**src/rtl/spi_pkg.sv**
```systemverilog
// Shared SPI link definitions used by both the master and slave sides.
package spi_pkg;

    localparam int FRAME_W = 10;
    localparam int DATA_W  = 8;
    localparam int DIV_W   = 8;

    localparam logic [1:0] CMD_READ_DATA = 2'b11;

    typedef enum logic [2:0] {
        IDLE,
        TX,
        TURN,
        RX,
        GUARD
    } spi_state_t;

endpackage

```
**src/rtl/spi_master_clk_gen.sv**
```systemverilog
// SCLK divider: toggles sclk every CLK_DIV clk cycles while enabled and
// flags the cycle just before each sclk edge with a one-cycle strobe.
module spi_clk_gen
    import spi_pkg::*;
#(
    parameter int CLK_DIV = 2
) (
    input  logic clk,
    input  logic rst_n,
    input  logic en,
    output logic sclk,
    output logic rise_stb,
    output logic fall_stb
);

    logic [DIV_W-1:0] div_cnt;
    logic             half_done;

    assign half_done = en && (div_cnt == DIV_W'(CLK_DIV - 1));
    assign rise_stb  = half_done && !sclk;
    assign fall_stb  = half_done && sclk;

    // Count out each half-period; when disabled, park sclk low and restart the count.
    always_ff @(posedge clk or negedge rst_n) begin
        if (!rst_n) begin
            div_cnt <= '0;
            sclk    <= 1'b0;
        end else if (!en) begin
            div_cnt <= '0;
            sclk    <= 1'b0;
        end else if (half_done) begin
            div_cnt <= '0;
            sclk    <= ~sclk;
        end else begin
            div_cnt <= div_cnt + 1'b1;
        end
    end

endmodule

```
**src/rtl/spi_master.sv**
```systemverilog
// SPI master (mode 0): shifts out a 10-bit frame and, for read-data
// commands, shifts an 8-bit response back in after a turnaround.
module spi_master
    import spi_pkg::*;
#(
    parameter int CLK_DIV = 2,
    parameter int TA      = 1
) (
    input  logic               clk,
    input  logic               rst_n,
    input  logic               start,
    input  logic [FRAME_W-1:0] tx_frame,
    input  logic               miso,
    output logic               sclk,
    output logic               ss_n,
    output logic               mosi,
    output logic               busy,
    output logic               done,
    output logic [DATA_W-1:0]  rx_data
);

    localparam int         CNT_W      = $clog2(FRAME_W + TA + 1);
    localparam logic [8:0] GUARD_LAST = 9'(2 * CLK_DIV - 1);

    spi_state_t         state;
    logic [FRAME_W-2:0] tx_shift;
    logic [DATA_W-2:0]  rx_shift;
    logic [CNT_W-1:0]   rise_cnt;
    logic [8:0]         guard_cnt;
    logic               is_read;
    logic               clk_en;
    logic               rise_stb;
    logic               fall_stb;

    assign clk_en = (state == TX) || (state == TURN) || (state == RX);

    spi_clk_gen #(
        .CLK_DIV (CLK_DIV)
    ) u_clk_gen (
        .clk      (clk),
        .rst_n    (rst_n),
        .en       (clk_en),
        .sclk     (sclk),
        .rise_stb (rise_stb),
        .fall_stb (fall_stb)
    );

    // Frame sequencer: rise_cnt counts sclk rises within the current phase and
    // each phase ends on the sclk fall that follows its last rise.
    always_ff @(posedge clk or negedge rst_n) begin
        if (!rst_n) begin
            state     <= IDLE;
            tx_shift  <= '0;
            rx_shift  <= '0;
            rx_data   <= '0;
            rise_cnt  <= '0;
            guard_cnt <= '0;
            is_read   <= 1'b0;
            ss_n      <= 1'b1;
            mosi      <= 1'b0;
            busy      <= 1'b0;
            done      <= 1'b0;
        end else begin
            done <= 1'b0;
            if (rise_stb && (rise_cnt != '1)) begin
                rise_cnt <= rise_cnt + 1'b1;
            end
            case (state)
                IDLE: begin
                    if (start) begin
                        tx_shift <= tx_frame[FRAME_W-2:0];
                        is_read  <= (tx_frame[FRAME_W-1:FRAME_W-2] == CMD_READ_DATA);
                        mosi     <= tx_frame[FRAME_W-1];
                        ss_n     <= 1'b0;
                        busy     <= 1'b1;
                        rise_cnt <= '0;
                        state    <= TX;
                    end
                end
                TX: begin
                    if (fall_stb) begin
                        if (rise_cnt == CNT_W'(FRAME_W)) begin
                            rise_cnt <= '0;
                            mosi     <= 1'b0;
                            if (!is_read) begin
                                ss_n      <= 1'b1;
                                guard_cnt <= '0;
                                state     <= GUARD;
                            end else if (TA == 0) begin
                                state <= RX;
                            end else begin
                                state <= TURN;
                            end
                        end else begin
                            mosi     <= tx_shift[FRAME_W-2];
                            tx_shift <= {tx_shift[FRAME_W-3:0], 1'b0};
                        end
                    end
                end
                TURN: begin
                    if (fall_stb && (rise_cnt == CNT_W'(TA))) begin
                        rise_cnt <= '0;
                        state    <= RX;
                    end
                end
                RX: begin
                    if (fall_stb) begin
                        rx_shift <= {rx_shift[DATA_W-3:0], miso};
                        if (rise_cnt == CNT_W'(DATA_W)) begin
                            rx_data   <= {rx_shift, miso};
                            ss_n      <= 1'b1;
                            guard_cnt <= '0;
                            state     <= GUARD;
                        end
                    end
                end
                GUARD: begin
                    if (guard_cnt == GUARD_LAST) begin
                        busy  <= 1'b0;
                        done  <= 1'b1;
                        state <= IDLE;
                    end else begin
                        guard_cnt <= guard_cnt + 1'b1;
                    end
                end
                default: state <= IDLE;
            endcase
        end
    end

endmodule

```
**config.mk**
```make
export PLATFORM = sky130hd
export DESIGN_NAME = spi_master
export DESIGN_NICKNAME = d
export VERILOG_FILES = /design/src/rtl/spi_pkg.sv /design/src/rtl/spi_master_clk_gen.sv /design/src/rtl/spi_master.sv
export SDC_FILE = /design/constraint.sdc
export NUM_CORES = 1
export LEC_CHECK = 0
export ABC_CLOCK_PERIOD_IN_PS = 1900
export BUFFER_PORTS_ARGS = -buffer_cell sky130_fd_sc_hd__clkbuf_2
export CELL_PAD_IN_SITES_DETAIL_PLACEMENT = 0
export CELL_PAD_IN_SITES_GLOBAL_PLACEMENT = 1
export CORE_MARGIN = 5
export CORE_UTILIZATION = 44
export CTS_BUF_LIST = sky130_fd_sc_hd__clkbuf_8
export DETAILED_ROUTE_END_ITERATION = 10
export GPL_ROUTABILITY_DRIVEN = 0
export PLACE_DENSITY = 0.85
export SYNTH_ARGS = -nofsm -noshare
export SYNTH_HDL_FRONTEND = slang
export SYNTH_SLANG_ARGS = --single-unit
```
**constraint.sdc**
```tcl
create_clock -name clk -period 1.9 [get_ports clk]
set_input_delay 0.285 -clock clk [delete_from_list [all_inputs] [get_ports clk]]
set_output_delay 0.285 -clock clk [all_outputs]
set_load 0.01 [all_outputs]
```
==> impl_metrics.env <==
export IMPL_cts_sinks=54
export IMPL_holdCritPathClass="primary input to flop"
export IMPL_power_density_nw_per_um2=1290
export IMPL_num_rows=28
export IMPL_cts_root_buf="clkbuf_8"
export IMPL_start_util_pct=45.8
export IMPL_clkPwrFrac_pct=14.3
export IMPL_netlist_area_um2=2760
export IMPL_num_antenna_cells=0
export IMPL_track_usage_pct=15.8
export IMPL_maxSlewHeadroom_pct=60.7
export IMPL_max_cap_violations=0
export IMPL_core_area_um2=6030
export IMPL_grt_max_degree=34
export IMPL_vias=2134
export IMPL_die_h_um=89.2
export IMPL_pwr_share_seq_pct=37.5
export IMPL_clk_pin_slew_worst_paths_ps=100
export IMPL_post_route_min_period_ps=1920
export IMPL_critPathKind="flop to flop"
export IMPL_tritoncts="yes"
export IMPL_p_sw_share_pct=35.7
export IMPL_p_leak_nw=1.66
export IMPL_clock_skew_final_ps=5.40
export IMPL_final_util_pct=58.8
export IMPL_fin_cells=393
export IMPL_setup_viol=9
export IMPL_post_route_period_util_pct=101
export IMPL_dpl_hpwl_um=3900
export IMPL_power_mw=4.56
export IMPL_ir_drop_uv=748
export IMPL_rsz0062_at_grt="true"
export IMPL_postRouteAntennaNets=0
export IMPL_portBuffers=26
export IMPL_synth_top_flop_cell="dfrtp_1"
export IMPL_h_tree_depth=2
export IMPL_synth_edf_count=0
export IMPL_end_kind="flop"
export IMPL_layout_setup_ws_ps=-22.6
export IMPL_syn_nets=268
export IMPL_overflow=0
export IMPL_regArea_um2=1360
export IMPL_cts_max_path_buffers=2
export IMPL_viasPerCell=5.43
export IMPL_max_freq_mhz=520
export IMPL_final_area_um2=3540
export IMPL_ys_ff_latch=54
export IMPL_dpl_cell_area_um2=3240
export IMPL_multiInputGateArea_um2=1430
export IMPL_fillers=504
export IMPL_synth_distinct_cells=50
export IMPL_synth_warning_count=0
export IMPL_syn2layout_area_growth_pct=28.3
export IMPL_p_comb_share_pct=48.2
export IMPL_grt_first_pass_wirelength_um=9850
export IMPL_crit_required_ps=2100
export IMPL_drt_pass1_iterations=4
export IMPL_cts_made_buffers=5
export IMPL_cp_max_fo=5
export IMPL_async_reset_ff_share_pct=100
export IMPL_fp_dieArea_um2=7960
export IMPL_startpoint_type="flop"
export IMPL_drcViolationCount=0
export IMPL_clock_latency_ps=310
export IMPL_synth_area_per_cell_um2=11.2
export IMPL_chipWidth_um=89.2
export IMPL_grt_antenna_before_repair=0
export IMPL_ys_seq_area_share_pct=49.0
export IMPL_switchingPower_mw=1.63
export IMPL_drive_gt1_share_pct=43.4
export IMPL_status="complete, but fails checks"
export IMPL_drv_slew=0
export IMPL_grt_pass1_vias=2091
export IMPL_finalHoldViolCount=0
export IMPL_postSynthCellCount=247
export IMPL_violations="negative setup slack"
export IMPL_nets=338
export IMPL_drt_wirelength_per_cell_um=15.1
export IMPL_ios=27
export IMPL_intPower_mw=2.93
export IMPL_routed_wl_um=5920
export IMPL_worstPathArrival_ps=2120
export IMPL_tightest_slew_ps=590
export IMPL_post_place_cells=370
export IMPL_drt_initial_drc_count=86
==> synthesized netlist by cell type, types with 3 or more instances <==
cell type	instances	share of area (%)
a211o_1	3	0.95
a21oi_1	9	1.6
a31oi_1	6	1.4
and3_1	3	0.68
buf_2	4	0.72
clkbuf_1	6	0.82
dfrtp_1	53	48
ha_1	7	3.2
inv_1	11	1.5
mux2_2	33	13
nand2_1	10	1.4
nand3_1	12	2.2
nand4_1	4	0.91
nor2_1	22	3.0
nor2b_1	3	0.68
nor3_1	3	0.54
o21ai_0	12	2.2
xor2_1	6	1.9
==> power groups by stage <==
stage	clock, mW	combinational (mW)	sequential, mW
floorplan	0	1.23	1.66
global placement	0	1.87	1.71
detailed placement	0	1.91	1.71
CTS	0.675	2.17	1.69
global route	0.714	2.40	1.75
finish	0.651	2.20	1.71
==> logic make-up (layout without fill, tap and decap cells) <==
| kind of cell | count (synthesis) | count (layout) | share of synthesized area (%) |
|---|---|---|---|
| AO/OA/AOI/OAI | 44 | 44 | 11.2 |
| XOR/XNOR | 7 | 7 | 2.22 |
| adder cells (fa/ha/maj) | 7 | 7 | 3.17 |
| buffers and inverters | 21 | 92 | 3.04 |
| flip-flops | 54 | 54 | 49.0 |
| multiplexers | 33 | 33 | 13.5 |
| AND/OR/NAND/NOR | 81 | 81 | 17.9 |
==> registers in the layout, indices dropped and copies added (netlist names) <==
signal / cells
mosi: 1
rise_cnt: 4
u_clk_gen.div_cnt: 8
guard_cnt: 9
rx_data: 8
rx_shift: 7
busy: 1
state: 3
is_read: 1
u_clk_gen.sclk: 1
done: 1
ss_n: 1
tx_shift: 9
==> layout by cell type (no fill, tap or decap), drive strengths merged, types with 2 or more instances in the layout <==
| master | count |
|---|---|
| clkbuf | 31 |
| a211o | 3 |
| nor3 | 4 |
| nand3 | 13 |
| nor2b | 3 |
| a22o | 2 |
| buf | 46 |
| nand2 | 10 |
| a221oi | 2 |
| inv | 11 |
| and4b | 2 |
| nor4bb | 2 |
| xor2 | 6 |
| nand4b | 2 |
| a31oi | 6 |
| mux2 | 33 |
| or2 | 2 |
| clkinv | 2 |
| dfrtp | 53 |
| a2111oi | 2 |
| or4 | 2 |
| nor2 | 23 |
| nor3b | 3 |
| o21ai | 12 |
| nand4 | 5 |
| a21oi | 9 |
| and3 | 3 |
| ha | 7 |
==> metal layers <==
| metal | share of wire (%) | track usage [%] | vias up |
|---|---|---|---|
| met3 | 2.1 | 2.86 | 5 |
| met2 | 50 | 25.5 | 34 |
| met5 | 0 | 0 | - |
| met4 | 1.1 | 6.22 | 0 |
| li1 | - | - | 1040 |
| met1 | 47 | 21.1 | 1055 |
==> cell type report <==
type / instances / share of cell area (%)
Multi-Input combinational cell: 172 / 40.4
Clock inverter: 3 / 0.600
Sequential cell: 54 / 38.3
Inverter: 11 / 1.17
Tap cell: 75 / 2.65
Timing Repair Buffer: 73 / 14.9
Clock buffer: 5 / 1.94
==> final timing paths <==
kind | startpoint | end | slack, ps | depth (start not counted)
min reg2reg | tx_shift[4]$_DFFE_PN0P_ | tx_shift[4]$_DFFE_PN0P_ | 510 | 1
max reg2reg | u_clk_gen.div_cnt[7]$_DFF_PN0_ | tx_shift[6]$_DFFE_PN0P_ | -20 | 6
max in group asynchronous | rst_n | rise_cnt[1]$_DFF_PN0_ | 800 | 3
min in group asynchronous | rst_n | tx_shift[0]$_DFFE_PN0P_ | 500 | 2
min | tx_frame[8] | is_read$_DFFE_PN0P_ | 220 | 3
max | u_clk_gen.div_cnt[7]$_DFF_PN0_ | tx_shift[6]$_DFFE_PN0P_ | -20 | 6
==> what timing repair did <==
action / in CTS / in global routing
pin swaps: 2 / 6
gates cloned: 1 / 0
setup buffers: 7 / 9
hold endpoints to repair: 20 / 0
setup endpoints to repair: 11 / 40
hold buffers: 1 / 0
gates resized for setup: 7 / 23
==> worst max-delay path, cell delays in order, from the launching register on <==
cell      delay, ps
dfrtp_1         420
nor4_4          320
buf_4           180
nand3_4          90
a221oi_4        320
buf_6           180
mux2_4          300
==> metrics by stage <==
| stage | setup TNS, ps | hold WS [ps] | setup WS (ps) |
|---|---|---|---|
| floorplan | -420 | -10.6 | -46.6 |
| global placement | 0 | 311 | 12.7 |
| detailed placement | -284 | 317 | -36.5 |
| CTS | -407 | 204 | -53.6 |
| global route | -2580 | 202 | -122 |
| finish | -128 | 218 | -22.6 |
No activity file was read; power rests on OpenSTA's default activity.
